===== src/rtl/regfile_dump_unit_pkg.sv =====
// rtl/regfile_dump_unit_pkg.sv - shared types and defaults for the register-file dump responder
package regfile_dump_unit_pkg;

  localparam int NUM_REGS_DEF = 32;
  localparam int DATA_W_DEF   = 32;
  localparam int IDX_W_DEF    = 5;

  typedef enum logic [1:0] {
    ST_IDLE,
    ST_FREEZE,
    ST_SEND,
    ST_DONE
  } dump_state_e;

endpackage


===== src/rtl/regfile_dump_unit.sv =====
// rtl/regfile_dump_unit.sv - freezes writeback and streams every architectural register over valid/ready
module regfile_dump_unit
  import regfile_dump_unit_pkg::*;
#(
  parameter int NUM_REGS = NUM_REGS_DEF,
  parameter int DATA_W   = DATA_W_DEF,
  parameter int IDX_W    = IDX_W_DEF
) (
  input  logic              clk,
  input  logic              rst,
  input  logic              dump_req_i,
  output logic              busy_o,
  output logic              freeze_o,
  input  logic              freeze_ack_i,
  output logic [IDX_W-1:0]  rf_rd_addr_o,
  input  logic [DATA_W-1:0] rf_rd_data_i,
  output logic              dump_valid_o,
  input  logic              dump_ready_i,
  output logic [IDX_W-1:0]  dump_idx_o,
  output logic [DATA_W-1:0] dump_data_o,
  output logic              dump_last_o,
  output logic              done_o
);

  localparam logic [IDX_W-1:0] LAST_IDX = IDX_W'(NUM_REGS - 1);

  dump_state_e       state_q, state_d;
  logic [IDX_W-1:0]  idx_q, idx_d;
  logic [DATA_W-1:0] data_q, data_d;
  logic              last_q, last_d;
  logic [IDX_W-1:0]  rd_addr;
  logic [IDX_W-1:0]  next_idx;
  logic              handshake;

  assign next_idx  = idx_q + IDX_W'(1);
  assign handshake = (state_q == ST_SEND) && dump_ready_i;

  always_comb begin
    state_d = state_q;
    idx_d   = idx_q;
    data_d  = data_q;
    last_d  = last_q;
    rd_addr = '0;
    unique case (state_q)
      ST_IDLE: begin
        if (dump_req_i) state_d = ST_FREEZE;
      end
      ST_FREEZE: begin
        if (freeze_ack_i) begin
          // x0 is hardwired, so its beat never goes through the read port
          idx_d   = '0;
          data_d  = '0;
          last_d  = (LAST_IDX == '0);
          state_d = ST_SEND;
        end
      end
      ST_SEND: begin
        rd_addr = idx_q;
        if (handshake) begin
          if (last_q) begin
            idx_d   = '0;
            data_d  = '0;
            last_d  = 1'b0;
            state_d = ST_DONE;
          end else begin
            // Look ahead one register so the next beat is ready on the accepting edge
            rd_addr = next_idx;
            idx_d   = next_idx;
            data_d  = rf_rd_data_i;
            last_d  = (next_idx == LAST_IDX);
          end
        end
      end
      ST_DONE: begin
        state_d = ST_IDLE;
      end
      default: begin
        state_d = ST_IDLE;
      end
    endcase
  end

  always_ff @(posedge clk or negedge rst) begin
    if (!rst) begin
      state_q <= ST_IDLE;
      idx_q   <= '0;
      data_q  <= '0;
      last_q  <= 1'b0;
    end else begin
      state_q <= state_d;
      idx_q   <= idx_d;
      data_q  <= data_d;
      last_q  <= last_d;
    end
  end

  assign busy_o       = (state_q != ST_IDLE);
  assign freeze_o     = (state_q == ST_FREEZE) || (state_q == ST_SEND);
  assign dump_valid_o = (state_q == ST_SEND);
  assign done_o       = (state_q == ST_DONE);
  assign rf_rd_addr_o = rd_addr;
  assign dump_idx_o   = idx_q;
  assign dump_data_o  = data_q;
  assign dump_last_o  = last_q;

endmodule


===== config.mk =====
export PLATFORM = sky130hd
export DESIGN_NAME = regfile_dump_unit
export DESIGN_NICKNAME = d
export VERILOG_FILES = /design/src/rtl/regfile_dump_unit_pkg.sv /design/src/rtl/regfile_dump_unit.sv
export SDC_FILE = /design/constraint.sdc
export NUM_CORES = 1
export LEC_CHECK = 0
export BUFFER_PORTS_ARGS = -buffer_cell sky130_fd_sc_hd__buf_4
export CAP_MARGIN = 20
export CORE_UTILIZATION = 50
export CTS_CLUSTER_SIZE = 28
export DETAILED_ROUTE_END_ITERATION = 6
export PLACE_DENSITY = 0.95
export SYNTH_ARGS = -nofsm -noshare
export SYNTH_HDL_FRONTEND = slang
export SYNTH_SLANG_ARGS = --single-unit

===== constraint.sdc =====
create_clock -name clk -period 4.4 [get_ports clk]
set_input_delay 0.44 -clock clk [delete_from_list [all_inputs] [get_ports clk]]
set_output_delay 0.44 -clock clk [all_outputs]
set_load 0.01 [all_outputs]

# After elaboration in Yosys (flattened, before gate mapping)
# Index checks and enable logic that the tools add are counted.
# classes
addsub	1
mux	20
n_reduce_logical	7
eq_ne	8
# ops
op	n
2-to-1 mux 32 bit	3
one-hot mux 32 bit (2 select lines)	1
2-to-1 mux 5 bit	6
one-hot mux 5 bit (2 select lines)	1
2-to-1 mux 2 bit	4
one-hot mux 2 bit (4 select lines)	1
adder 5 x 1 -> 5 bit (second input constant)	1
equality test 5 bit (second input constant)	1
equality test 2 bit (second input constant)	2
inequality test 2 x 1 -> 1 bit (second input constant)	2
inequality test 2 bit (second input constant)	2
AND reduction 4 bit	1
nonzero test 2 bit	2
2-to-1 mux 1 bit	3
AND reduction 3 bit	1
equality test 2 x 1 -> 1 bit (second input constant)	1
logical NOT 2 bit	1
one-hot mux 1 bit (2 select lines)	1
logical AND 1 bit	1
logical OR 1 bit	1
# totals
ff_bits	40
wordCells	40
in_bits	37
output_inout_bits	47

# Longest topological paths before layout
# logic_depth
ltp_word	5
mapped_depth	8
mapped_depth_nobuf	6

# Least setup slack after synthesis
# Ideal clock, no wire load.
# synth_path
path_kind	reg-to-output
startpoint	reg state_q[0]
endpoint	out rf_rd_addr_o[0]
path_buffers	1
path_slack_ns	2.756
path_stages_with_launch	5
t_required_ns	3.960
arrival_ns	1.204
path_cell_list	dfrtp_1 > inv_1 > ha_1 > clkbuf_1 > o211a_1
# synth_via
elab_chain_len	4
# synth_lines
element	line	source
start: declaration	regfile_dump_unit.sv:27	dump_state_e state_q, state_d;
start signal: assignment	regfile_dump_unit.sv:90	state_q <= state_d;
equality test 2 bit *	--	
via dump_valid_o	regfile_dump_unit.sv:17	output logic dump_valid_o,
logical AND 1 bit	regfile_dump_unit.sv:36	assign handshake = (state_q == ST_SEND) && dump_ready_i;
2-to-1 mux 5 bit	regfile_dump_unit.sv:59	if (handshake) begin
2-to-1 mux 5 bit *	regfile_dump_unit.sv:44	unique case (state_q)
end: declaration	regfile_dump_unit.sv:15	output logic [IDX_W-1:0] rf_rd_addr_o,
# The timed path passes the listed nets; every way through them passes the cells marked *.

# Worst setup path after layout
# layout_path
startpoint	reg idx_q[1], in the netlist dump_idx_o[1]
endpoint	out rf_rd_addr_o[4]
# layout_via
elab_chain_len	4
# layout_lines
element	line	source
start: declaration	regfile_dump_unit.sv:28	logic [IDX_W-1:0] idx_q, idx_d;
start signal: assignment	regfile_dump_unit.sv:91	idx_q <= idx_d;
adder 5 x 1 -> 5 bit	regfile_dump_unit.sv:35	assign next_idx = idx_q + IDX_W'(1);
2-to-1 mux 5 bit	regfile_dump_unit.sv:60	if (last_q) begin
2-to-1 mux 5 bit	regfile_dump_unit.sv:59	
2-to-1 mux 5 bit	regfile_dump_unit.sv:44	
# No other way between the ends.

==> results.py <==
metrics = {
    "floorplanning": {
        "dieArea_um2": 4000,
        "rows": 21,
        "die_x_um": 63.2,
        "fp.dieH_um": 63.2,
        "io_pins": 84,
        "start_util_pct": 54.0,
        "core_area_um2": 3470,
    },
    "logic_synthesis": {
        "synth_ff_type": "dfrtp_1",
        "synth_top_family_by_area": "compound AO/OA/AOI/OAI gates",
        "syn-instance-count": 150,
        "avgSynthCellArea_um2": 12.5,
        "ys_warn_count": 0,
        "synth_xor_xnor_area_share_pct": 1.87,
        "yosysSeqAreaShare_pct": 53.4,
        "synth_fa_ha_area_share_pct": 4.67,
        "yosysTopAreaCellShare_pct": 53.4,
        "synth_nets": 194,
        "synth_mux_area_share_pct": 0.534,
        "synth_seq_cells": 40,
        "synth_edf_count": 0,
        "synthSimpleGateAreaFrac_pct": 8.54,
        "synth_cell_types": 29,
        "synth_area_leader_cell": "dfrtp_1",
        "synth_area_um2": 1870,
        "synth_compound_area_share_pct": 23.0,
        "netlist_top_cells_area": "dfrtp_1 53%, a22o_2 9.1%, a22o_1 8.4%, ha_1 4.7%, buf_12 4.3%",
        "synth-async-reset-ratio_pct": 100,
    },
    "pwr": {
        "p_int_mw": 1.13,
        "seqPwrFrac_pct": 36.0,
        "powerDensity_nw_per_um2": 685,
        "pwr-share-clk_pct": 16.5,
        "power.leakage_nw": 1.35,
        "switching_power_uw": 617,
        "netSwitchingFraction_pct": 35.4,
        "combPwrFrac_pct": 47.5,
        "irDropWorstVdd_v": 0.000452,
    },
    "global_route": {
        "grt_pass1_vias": 1422,
        "grt_use_met1_pct": 28.3,
        "grt_pass1_wl_um": 6620,
        "busiest_layer": "met2",
        "met3_usage_pct": 5.62,
        "antenna_found_initial": 0,
        "grt_overflow_total": 0,
        "grt_usage_pct": 21.6,
        "gr-usage-met2_pct": 33.3,
        "grt_max_degree": 41,
    },
    "cts": {
        "numClockSinks": 40,
        "htreeDepth": 2,
        "holdBufCountCts": 0,
        "cts_tree": "built",
        "numCtsBuffers": 5,
        "clk_latency_ns": 0.29,
        "root_buffer": "clkbuf_8",
        "cts_max_path_buffers": 2,
        "post_cts_resized": 0,
        "clk_pin_slew_worst_paths_ns": 0.07,
        "post_cts_buffers": 0,
    },
    "detailed_routing": {
        "via_per_inst": 5.36,
        "wire_per_inst_um": 14.9,
        "route.detailed.drc": 0,
        "num_vias": 1484,
        "wl_um": 4140,
        "dr.pass1.iters": 4,
        "ant_nets": 0,
        "drt-initial-drc-count": 147,
    },
    "hold_path": {
        "hp-class": "input port to asynchronous set/reset pin",
    },
    "worst_setup_path": {
        "r2r_slack_ns": 2.48,
        "cp_max_fo": 7,
        "r2r-start": "state_q[0]",
        "crit_path_end_kind": "output pin",
        "setup.worst_path.start_class": "flip-flop",
        "crit_arrival_ns": 1.61,
        "reg2reg_depth": 6,
        "setup.worst_path.class": "flip-flop to output pin",
        "cp.required_ns": 3.96,
        "r2r_end": "dump_idx_o[4]",
    },
    "timing": {
        "max_slew_margin_pct": 67.4,
        "worst_slew_pin_slew_ns": 0.489,
        "fin_tns_setup_ns": 0,
        "final_max_slew_viol_count": 0,
        "period_needed_ns": 2.05,
        "fin_skew_ns": 0.00677,
        "final_hold_viol_count": 0,
        "rsz0062_at_grt": "false",
        "period_share_pct": 46.5,
        "fmax_ghz": 0.488,
        "setup_violations": 0,
    },
    "cells_and_area": {
        "fin_area_um2": 2550,
        "fillers": 259,
        "mostFrequentLayoutCell": "buf_4",
        "layout_common_cells": "84 x buf_4, 40 x dfrtp_1, 18 x a22o_1, 17 x a22o_2, 10 x nand2_1",
        "layout.nets": 274,
        "num_antenna_cells": 0,
        "layout-drive-gt1-share_pct": 47.6,
        "syn_to_final_growth_pct": 35.9,
    },
    "placed_design": {
        "port_buffers": 83,
        "gp_congestion": 0.743,
        "dp_hpwl_um": 2930,
        "placed_area_um2": 2440,
    },
    "run_status": {
        "status": "finished clean",
    },
    "run": {
        "max-cap-violations": 0,
    },
}
==> cell families (layout without fill, tap and decap cells) <==
group | count (synthesis) | count (layout)
compound gates | 50 | 50
fa+ha+maj | 7 | 7
simple gates | 30 | 30
xor+xnor | 4 | 4
mux | 1 | 1
flops | 40 | 40
buf+inv | 18 | 99
==> metal layers <==
| metal | routed length [µm] | vias to the layer above |
|---|---|---|
| met5 | 0 | - |
| li1 | - | 702 |
| met4 | 68 | 0 |
| met1 | 1870 | 717 |
| met2 | 1970 | 57 |
| met3 | 235 | 8 |
==> cell usage after synthesis (5+ instances only) <==
| library cell | n |
|---|---|
| a22o_1 | 18 |
| a22o_2 | 17 |
| ha_1 | 7 |
| inv_1 | 7 |
| o21ai_0 | 5 |
| nand2_1 | 10 |
| dfrtp_1 | 40 |
==> stage by stage <==
| stage | hold WS, ns | instances | utilization, % | total power, mW | setup slack, ns |
|---|---|---|---|---|---|
| after global placement | 0.430 | 269 | 70.3 | 1.44 | 2.60 |
| after floorplan | 0.144 | 150 | - | 1.14 | 2.76 |
| after global routing | 0.143 | 277 | 73.4 | 1.85 | 2.23 |
| after CTS | 0.119 | 277 | 73.4 | 1.76 | 2.34 |
| final | 0.106 | 277 | 73.4 | 1.74 | 2.35 |
| after detailed placement | 0.436 | 269 | 70.3 | 1.46 | 2.52 |
==> sequential cells by signal (all words and copies together) (netlist names) <==
signal and cells:
dump_data_o 32, dump_idx_o 5, state_q 2, dump_last_o 1
==> layout make-up <==
cell class	count	area (µm²)	share of cell area, %
multi-input combinational	92	724	28.4
clock buffer	6	72.6	2.85
timing repair buffer	84	631	24.8
clock inverter	2	35.0	1.38
inverter	7	26.3	1.03
tap	46	57.6	2.26
sequential	40	1000	39.3
==> power by group through the flow <==
stage / Clock [mW] / Combinational, mW / Sequential, mW
6_report: 0.288 / 0.829 / 0.627
5_1_grt: 0.311 / 0.891 / 0.646
3_3_place_gp: 0 / 0.807 / 0.628
3_5_place_dp: 0 / 0.831 / 0.631
4_1_cts: 0.296 / 0.837 / 0.628
2_1_floorplan: 0 / 0.458 / 0.684
==> worst max path at each step <==
stage             startpoint  cells after the start         endpoint
3_3_place_gp      state_q[0]                      6    dump_idx_o[4]
2_1_floorplan     state_q[0]                      4  rf_rd_addr_o[0]
6_report       dump_idx_o[1]                      5  rf_rd_addr_o[4]
3_5_place_dp      state_q[0]                      6    dump_idx_o[4]
4_1_cts        dump_idx_o[1]                      5  rf_rd_addr_o[4]
5_1_grt        dump_idx_o[1]                      5  rf_rd_addr_o[4]
==> critical path: stages, from the launching register on <==
cell	delay (ns)
dfrtp_1	0.45
ha_1	0.31
nand4_1	0.14
xnor2_1	0.14
and2_1	0.16
buf_4	0.14
Note: power is estimated with default switching activity, not from simulation.
